===== config.mk =====
export PLATFORM = sky130hd
export DESIGN_NAME = blk_05eeca
export DESIGN_NICKNAME = d
export VERILOG_FILES = /design/src/rtl/blk_05eeca.sv
export SDC_FILE = /design/constraint.sdc
export NUM_CORES = 1
export LEC_CHECK = 0
export CORE_ASPECT_RATIO = 0.9
export CORE_MARGIN = 4
export CORE_UTILIZATION = 33
export CTS_CLUSTER_DIAMETER = 80
export CTS_CLUSTER_SIZE = 16
export DETAILED_ROUTE_END_ITERATION = 8
export DONT_BUFFER_PORTS = 1
export PLACE_DENSITY = 0.54
export SLEW_MARGIN = 15
export SYNTH_ARGS = -nofsm -noshare
export SYNTH_HDL_FRONTEND = slang
export SYNTH_SLANG_ARGS = --single-unit

===== constraint.sdc =====
create_clock -name clk -period 0.8 [get_ports clk]
set_input_delay 0.2 -clock clk [delete_from_list [all_inputs] [get_ports clk]]
set_output_delay 0.2 -clock clk [all_outputs]
set_load 0.03 [all_outputs]

===== src/rtl/blk_05eeca.sv =====
// Y operand register: 16-bit load-enabled register with asynchronous active-high clear.
module blk_05eeca (
   input  logic        clk,
   input  logic        rst,
   input  logic [15:0] in,
   input  logic        w,
   output logic [15:0] out
);

   logic [15:0] r_q;

   always_ff @(posedge clk or posedge rst) begin
      if (rst) begin
         r_q <= '0;
      end else if (w) begin
         r_q <= in;
      end
   end

   assign out = r_q;

endmodule


==> run metrics <==
status=finished with violations; failing checks=setup timing; Crit. End Element=primary output; antenna violations before repair=0; Ports=35; DP Cell Count=74; Syn Area/Cell=18.66 sq um; Die ar.=2756 sq um; routed vias/inst=4.561; critical path launch point type=flop; Power Density=2142 nW/um^2; Post-Route WL=1.420 mm; final slew viol count=0; Synthesized Nets=between 50 and 60; fin cells=slightly above 80; number of core rows=14; final net count=slightly below 80; number of diodes=0; drt wl/cell=17.32 microns; RSZ-0062 raised after global routing=true; HP Class=input pin to flop; Peak VDD IR=approximately 0.98 mV; share of the synthesized area in the top cell type=0.6130; sequential fraction of the synthesis area=0.6130; total power=between 2 and 2.5 mW; Die H=approximately 50 microns; yosys warns=0; switching pwr=roughly 0.54 mW; Req. time, crit path=0.60 ns; Netlist Area Pre-Place=~650 sq um; GR Overflow Total=0; placed instance area=~800 sq um; final instance area=between 900 and 1000 sq um; final worst-path cycle share=1.309; core box area=1769 sq um; leak pwr=approximately 0.43 nW; max_cap viols=0; Slowest-stage cell, CP=dfrtp_2; share of post-route cells with drive strength above 1=0.9655; critical path class=flop to primary output; H-tree depth=1; count of cell types in the netlist=6; CTS tree=yes; Worst slew margin=0.8681; Final Hold Vio Count=0; Critical Path Stages=1; largest net degree at the start of global routing=17; RePlAce Congestion=around 0.67; IO buf count=0; DRC viols=0; Yosys top cell by area=dfrtp_1; Die W=54.90 microns; hold path cells=1; synth top area cells=dfrtp_1 61%, mux2_4 23%, mux2_2 10%; maximum clock frequency=roughly 950 MHz; clock tree root buffer cell=clkbuf_4; Num CTS Buffers=3; Bufs and invs on worst path=1; Post-Syn Instances=35; Arr. time, crit path=between 0.8 and 0.9 ns; Comb pwr share=0.267; worst path cell trace=buf_6; sequential share of power=0.480; Tmin final=1.048 ns; #FFs+latches synth=16; setup TNS after final layout=-4.050 ns; All-Layer GR Usage=0.1130; CTS Buffer Depth=2; Detailed Route Iter0 Violations=0; crit-path max FO=2; Setup violations, final=20; worst-margin pin slew=0.1979 ns; CP max stage delay=0.43 ns; Clk pin slew, worst setup/hold paths=0.09 ns; Clock Sinks=16; antenna-violating nets left=0; max FFs per register=16; initial cell density of the core=0.3692; Setup Skew=0 ns; Top delay family on crit path=flip-flops; design internal power=1.469 mW; Clock Latency Late Sink=0.27 ns; R2R depth=2; first-pass GRT wire length=around 2.2 mm; area grow syn2layout=43.87%; total number of vias=roughly 370; Setup WS post-layout=-0.2476 ns; DR pass1 iterations=1; number of global-route vias before repair=about 450; Clock Power Share=0.254; switching share of power=0.2703
worst paths after layout:
| path | to | slack (ns) | from |
|---|---|---|---|
| max in group asynchronous | out[10] | 0.25 | rst |
| min in group asynchronous | out[1] | 0.36 | rst |
| worst max-delay path | out[6] | -0.25 | out[6] |
| worst max register to register | out[9] | -0.12 | out[9] |
| worst min register to register | out[11] | 0.54 | out[11] |
| worst min-delay path | out[6] | 0.07 | in[6] |
cells in the final DEF, fill, tap and decap left out:
cell type and instances:
dlygate4sd3_1 1, mux2_4 11, buf_6 18, buf_4 2, dfrtp_2 16, clkbuf_4 3
clkbuf_8 1, mux2_2 5, inv_1 1
final cells by class:
| class | instances | area (sq um) |
|---|---|---|
| clock buffers | 4 | 36.28 |
| fillers | 156 | 829.5 |
| inverters | 1 | 3.754 |
| multi-input cells | 16 | 221.5 |
| flip-flops and latches | 16 | 420.4 |
| well taps | 24 | 30.03 |
| repair buffers | 21 | 227.7 |
power by group through the flow:
stage | sequential [mW] | clock (mW) | combinational, mW
floorplan | 1.13 | 0 | 0.159
global placement | 0.957 | 0 | 0.445
detailed placement | 0.967 | 0 | 0.455
CTS | 0.965 | 0.533 | 0.534
global route | 0.977 | 0.590 | 0.563
finish | 0.965 | 0.511 | 0.536
Yosys cell counts (all sizes together):
cell type,number
inv,1
dfrtp,16
mux2,16
buf,2
routing by layer:
metal  vias to the layer above  part of all wire  global-route usage
met4                         0                 0             0.04858
met5                         -                 0                   0
met1                       192              0.34              0.1128
met3                         0              0.10             0.05030
li1                        166                 -                   -
met2                        16              0.56              0.1969
timing repair:
item                                    in CTS  in global routing
endpoints found under the setup margin      17                 29
endpoints found under the hold margin       16                  0
resized for setup                           16                  3
buffers inserted                             3                  0
hold buffers                                 1                  0
stage by stage:
step	setup WS (ns)	hold slack (ns)	util
after floorplan	-0.05919	0.1138	-
after global placement	0.03678	0.09835	0.4519
after detailed placement	0.01024	0.1102	0.4519
after CTS	-0.2565	0.05276	0.5248
after global routing	-0.2855	0.03761	0.5311
final	-0.2476	0.06558	0.5311
cell families (layout without fill, tap and decap cells):
group    Yosys count  after routing  synth area share
flops             16             16            0.6130
buf+inv            3             26           0.05363
mux               16             16            0.3333
No activity file was read; power rests on OpenSTA's default activity.
